===== src/rtl/div_pkg.sv =====
// Shared types and constants for the iterative signed divider.
package div_pkg;

  localparam int unsigned DIV_ITER  = 32;
  localparam int unsigned DIV_CNT_W = 6;

  typedef enum logic [1:0] {
    IDLE = 2'd0,
    RUN  = 2'd1,
    FIX  = 2'd2,
    DONE = 2'd3
  } div_state_t;

endpackage : div_pkg


===== src/rtl/div_step.sv =====
// One restoring-division step on magnitudes: shift {rem, quo} left by one,
// then conditionally subtract the divisor and produce one quotient bit.
module div_step #(
  parameter int unsigned WIDTH = 32
) (
  input  logic [WIDTH:0]   rem_i,
  input  logic [WIDTH-1:0] quo_i,
  input  logic [WIDTH-1:0] babs_i,
  output logic [WIDTH:0]   rem_o,
  output logic [WIDTH-1:0] quo_o
);

  logic [WIDTH:0]   rem_sh;
  logic [WIDTH:0]   babs_ext;
  logic [WIDTH-1:0] quo_sh;

  assign rem_sh   = {rem_i[WIDTH-1:0], quo_i[WIDTH-1]};
  assign quo_sh   = {quo_i[WIDTH-2:0], 1'b0};
  assign babs_ext = {1'b0, babs_i};

  // Extra remainder bit keeps the shifted value from overflowing before the compare.
  always_comb begin
    rem_o = rem_sh;
    quo_o = quo_sh;
    if (rem_sh >= babs_ext) begin
      rem_o = rem_sh - babs_ext;
      quo_o = quo_sh | WIDTH'(1);
    end
  end

endmodule : div_step


===== src/rtl/div_unit.sv =====
// Multi-cycle signed divider for MIPS div: quotient on lo, remainder on hi,
// one quotient bit per cycle on operand magnitudes with a final sign fix.
module div_unit
  import div_pkg::*;
#(
  parameter int unsigned WIDTH = 32
) (
  input  logic             clk,
  input  logic             reset,
  input  logic             start,
  input  logic [WIDTH-1:0] a,
  input  logic [WIDTH-1:0] b,
  output logic [WIDTH-1:0] lo,
  output logic [WIDTH-1:0] hi,
  output logic             busy,
  output logic             done,
  output logic             div_zero
);

  localparam logic [DIV_CNT_W-1:0] LAST_CNT = DIV_CNT_W'(DIV_ITER - 1);

  div_state_t           state_q;
  logic [WIDTH:0]       rem_q;
  logic [WIDTH-1:0]     quo_q;
  logic [WIDTH-1:0]     babs_q;
  logic                 sign_q_q;
  logic                 sign_r_q;
  logic [DIV_CNT_W-1:0] cnt_q;
  logic [WIDTH-1:0]     lo_q;
  logic [WIDTH-1:0]     hi_q;
  logic                 busy_q;
  logic                 done_q;
  logic                 div_zero_q;

  logic [WIDTH:0]       rem_d;
  logic [WIDTH-1:0]     quo_d;
  logic [WIDTH-1:0]     a_abs_c;
  logic [WIDTH-1:0]     b_abs_c;

  // Magnitudes as unsigned; the most negative value maps to 2^(WIDTH-1) exactly.
  always_comb begin
    a_abs_c = a[WIDTH-1] ? (~a + WIDTH'(1)) : a;
    b_abs_c = b[WIDTH-1] ? (~b + WIDTH'(1)) : b;
  end

  div_step #(.WIDTH(WIDTH)) u_step (
    .rem_i  (rem_q),
    .quo_i  (quo_q),
    .babs_i (babs_q),
    .rem_o  (rem_d),
    .quo_o  (quo_d)
  );

  always_ff @(posedge clk) begin
    if (reset) begin
      state_q    <= IDLE;
      rem_q      <= '0;
      quo_q      <= '0;
      babs_q     <= '0;
      sign_q_q   <= 1'b0;
      sign_r_q   <= 1'b0;
      cnt_q      <= '0;
      lo_q       <= '0;
      hi_q       <= '0;
      busy_q     <= 1'b0;
      done_q     <= 1'b0;
      div_zero_q <= 1'b0;
    end else begin
      case (state_q)
        IDLE: begin
          if (start) begin
            busy_q     <= 1'b1;
            div_zero_q <= 1'b0;
            if (b != '0) begin
              quo_q    <= a_abs_c;
              babs_q   <= b_abs_c;
              rem_q    <= '0;
              cnt_q    <= '0;
              sign_q_q <= a[WIDTH-1] ^ b[WIDTH-1];
              sign_r_q <= a[WIDTH-1];
              state_q  <= RUN;
            end else begin
              state_q  <= DONE;
            end
          end
        end
        RUN: begin
          rem_q <= rem_d;
          quo_q <= quo_d;
          cnt_q <= cnt_q + DIV_CNT_W'(1);
          if (cnt_q == LAST_CNT) begin
            state_q <= FIX;
          end
        end
        FIX: begin
          lo_q    <= sign_q_q ? (~quo_q + WIDTH'(1)) : quo_q;
          hi_q    <= sign_r_q ? (~rem_q[WIDTH-1:0] + WIDTH'(1)) : rem_q[WIDTH-1:0];
          done_q  <= 1'b1;
          state_q <= DONE;
        end
        DONE: begin
          // Entry from FIX already raised done; entry from IDLE is the divide-by-zero path.
          if (done_q) begin
            done_q  <= 1'b0;
            busy_q  <= 1'b0;
            state_q <= IDLE;
          end else begin
            done_q     <= 1'b1;
            div_zero_q <= 1'b1;
          end
        end
        default: state_q <= IDLE;
      endcase
    end
  end

  assign lo       = lo_q;
  assign hi       = hi_q;
  assign busy     = busy_q;
  assign done     = done_q;
  assign div_zero = div_zero_q;

endmodule : div_unit


===== config.mk =====
export PLATFORM = sky130hd
export DESIGN_NAME = div_unit
export DESIGN_NICKNAME = d
export VERILOG_FILES = /design/src/rtl/div_pkg.sv /design/src/rtl/div_step.sv /design/src/rtl/div_unit.sv
export SDC_FILE = /design/constraint.sdc
export NUM_CORES = 1
export LEC_CHECK = 0
export CELL_PAD_IN_SITES_DETAIL_PLACEMENT = 1
export CELL_PAD_IN_SITES_GLOBAL_PLACEMENT = 1
export CORE_MARGIN = 5
export CORE_UTILIZATION = 40
export DETAILED_ROUTE_END_ITERATION = 8
export DONT_BUFFER_PORTS = 1
export PLACE_DENSITY_LB_ADDON = 0.25
export RECOVER_POWER = 50
export SLEW_MARGIN = 20
export SYNTH_ARGS = -nofsm -noshare
export SYNTH_HDL_FRONTEND = slang
export SYNTH_SLANG_ARGS = --single-unit

===== constraint.sdc =====
create_clock -name clk -period 8.47 [get_ports clk]
set_input_delay 0.4235 -clock clk [delete_from_list [all_inputs] [get_ports clk]]
set_output_delay 0.4235 -clock clk [all_outputs]
set_load 0.1 [all_outputs]

==> metrics <==
CP Buf/Inv Count 2; antenna fix cells 0; area fraction in compound gates after synthesis 24.2%; sequence of cells on the critical path inv_1, ha_1, clkbuf_1, nor2_1, a211oi_1; Max Clock Skew 0.0108 ns; number of antenna violations at the first check in global routing 0; RSZ-0062 raised after global routing no; transition time at the pin with the least slew margin 3.73 ns; Net Switching 1.93 mW; highest fanout seen on the critical path 95; largest vdd supply drop 0.191 mV; total routed wirelength 30700 um; post-detail-place hpwl 22800 um; power density of the placed cells 339 mW/mm^2; Max Root-Sink Buffers 2; Clk Latency, worst-skew pair 0.43 ns; Worst R2R Setup Slack 3.62 ns; total length of routed met2 wires 12200 um; starting DRC count in detailed routing 595; final setup TNS 0 ns; launching point of the worst reg2reg path state_q[0]$_SDFFE_PP0P_; Routed wire per std cell 19.0 um; share of the clock period used by the worst path 57.3%; failing checks capacitance limit, slew limit; reported max-cap violation count 2; Setup Fix Bufs, Post-CTS 0; Async S/R FF share, synth 0%; P&R area growth vs syn 7.02%; Root Driver clkbuf_16; synthesized-area fraction occupied by xor and xnor cells 12.6%; FF-to-FF End hi[1]$_SDFFE_PP0P_; final number of setup-violating endpoints 0; count of non-filler cells in the finished layout 1612; share of power burned in combinational logic 32.8%; Worst path top cell family by delay buffers and inverters; row count 59; Port Buf Inserts 0; startpoint of the lowest-slack hold path reset; global placement routability congestion 0.860; die span in x 172 um; fraction of power consumed by the clock network 20.1%; data required time of the critical path 8.79 ns; status finished, violations left; Net Sw Frac 50.8%; Worst Hold Margin 0.0520 ns; total I/O pin count 134; Slowest-stage cell, CP clkbuf_1; via density per instance 5.70; kind of start point of the critical path flop; dominant combinational cell family by area after synthesis compound AO/OA/AOI/OAI gates; cell-internal power 1.87 mW; adder and majority gate portion of the synthesized area 5.09%; Critical Setup Path Class reg2reg; clock tree from TritonCTS yes; worst hold path depth 1; Max transition margin -149%; worst min path class in2reg; number of global-route vias before repair 8937; relative contribution of sequential cells to total power 47.1%; Post-Synthesis Mean Instance Area 7.98 um^2; instance count of the mapped netlist 1313; uppermost routed layer met4; initial core utilization 40.4%; total power of the final layout 3.80 mW; Slew Viols, Final 135; maximum achievable frequency 0.206 GHz; Reg clk slew, reported paths 0.07 ns; Overflow after GRT 0; final critical path time including I/O delays and setup 4.85 ns; share of cells above drive strength 1 4.62%; total iterations of the first detailed-routing run 6; overall fraction of global-route tracks in use 20.6%; netlist area before placement 0.0105 mm^2; met1 routed wirelength after detailed routing 15900 um; total of hold buffers inserted after clock tree synthesis 0; Top FF cell, synth dfxtp_1; clk sinks 173; instance count after placement with tap cells included 1580; simple-gate portion of the synthesized area 18.0%; count of final hold-check violations 0; number of flip-flops and latches in the synthesized netlist 173; # resized after CTS 0; count of flip-flops with a built-in enable after synthesis 0; synthesis warning total 0; Worst Reg-to-Reg Cells 5; core box area 0.0259 mm^2; fin nets 1373; number of vias in the routed layout 9193; multiplexer share of the synthesized area 2.10%; post-synthesis cell type count 64; post-synthesis sequential area ratio 33.0%; residual antenna-violating net count after detailed routing 0; kind of end point of the critical path flop; CTS HTree Levels 4; die boundary height 172 um; pin count of the biggest net entering global routing 145; die footprint 0.0295 mm^2; Synthesized Nets 1422; first-pass GRT wire length 49500 um; cell leakage power 4.23 nW; total of fill cells in the finished design 3116; endpoint of the worst hold-timing path busy$_SDFFE_PP0P_; worst endpoint data arrival time 5.17 ns; wire length on met3 2310 um; CTS buffer count 17; delay of the slowest critical-path stage 2.68 ns; number of design rule violations left after detail routing 0
==> worst register-to-register path: stages, from the launching register on <==
cell      delay (ns)
dfxtp_1         0.33
inv_1           0.10
ha_1            1.00
clkbuf_1        2.72
nor2_1          0.26
a211oi_1        0.33
==> metrics by stage <==
step / worst slack, ns / utilization [%] / cell area, um^2
5_1_grt: 2.95 / 43.3 / 11200
3_3_place_gp: 4.16 / 41.2 / 10700
4_1_cts: 4.34 / 43.4 / 11200
3_5_place_dp: 4.00 / 41.2 / 10700
2_1_floorplan: 5.32 / - / 10500
6_report: 3.62 / 43.3 / 11200
==> state kept, by name, summed over array words and instances, names as in the netlist <==
| register | cells |
|---|---|
| babs_q | 32 |
| busy | 1 |
| cnt_q | 6 |
| div_zero | 1 |
| done | 1 |
| hi | 32 |
| lo | 32 |
| quo_q | 32 |
| rem_q | 32 |
| sign_q_q | 1 |
| sign_r_q | 1 |
| state_q | 2 |
==> worst max path at each step <==
stage / from / to / slack (ns) / cells past startpoint
6_report: state_q[0]$_SDFFE_PP0P_ / hi[1]$_SDFFE_PP0P_ / 3.62 / 5
5_1_grt: state_q[0]$_SDFFE_PP0P_ / hi[10]$_SDFFE_PP0P_ / 2.95 / 5
4_1_cts: rem_q[3]$_SDFFE_PP0P_ / rem_q[30]$_SDFFE_PP0P_ / 4.34 / 12
3_5_place_dp: b[7] / rem_q[17]$_SDFFE_PP0P_ / 4.00 / 10
3_3_place_gp: b[7] / rem_q[28]$_SDFFE_PP0P_ / 4.16 / 10
2_1_floorplan: b[7] / quo_q[0]$_SDFFE_PP0P_ / 5.32 / 10
==> routing by layer <==
layer | up-vias | GRT usage [%]
li1 | 4594 | -
met1 | 4355 | 32.1
met2 | 227 | 28.5
met3 | 17 | 5.74
met4 | 0 | 3.45
met5 | - | 0
==> kinds of logic (layout without fill, tap and decap cells) <==
logic type | count (synthesis) | count (layout)
and+or+nand+nor | 411 | 411
xor gates and xnor gates | 151 | 151
AOI/OAI and AO/OA | 383 | 383
buffers and inverters | 131 | 95
muxes | 22 | 22
adders and majority gates | 42 | 42
DFF | 173 | 173
==> power groups by stage <==
stage,combinational (mW),sequential (mW),clock [mW]
2_1_floorplan,0.991,1.73,0
3_3_place_gp,1.20,1.80,0
3_5_place_dp,1.23,1.81,0
4_1_cts,1.24,1.79,0.781
5_1_grt,1.40,1.82,0.820
6_report,1.25,1.79,0.765
==> synth_stat cells, drive strengths merged (17+ instances only) <==
library cell	number	area share [%]
or4	17	1.4
nor2	151	5.4
inv	55	2.0
or3	26	1.6
nor3	22	1.1
a22oi	18	1.3
nand2	127	4.5
xor2	90	7.5
nand3	19	0.91
mux2i	22	2.1
o31ai	30	2.1
xnor2	61	5.1
a21o	17	1.2
dfxtp	173	33
a21oi	80	3.8
a211oi	89	6.4
clkbuf	60	2.2
ha	41	4.9
o21ai	82	4.0
==> final cells by class <==
cell class	instances	area (um^2)	area share, %
inverters	55	206	1.84
multi-input cells	1009	6510	58.1
repair buffers	8	52.6	0.469
well taps	335	419	3.74
flip-flops and latches	173	3460	30.9
clock buffers	20	457	4.07
clock inverters	12	104	0.926
==> cell usage in the layout, fill, tap and decap left out, types with 41 or more instances in the layout <==
cell	n
a211oi_1	88
o21ai_0	80
inv_1	55
nor2_1	148
xor2_1	90
nand2_1	127
a21oi_1	80
dfxtp_1	172
ha_1	41
xnor2_1	61
Power figures use the tool's default switching activity.
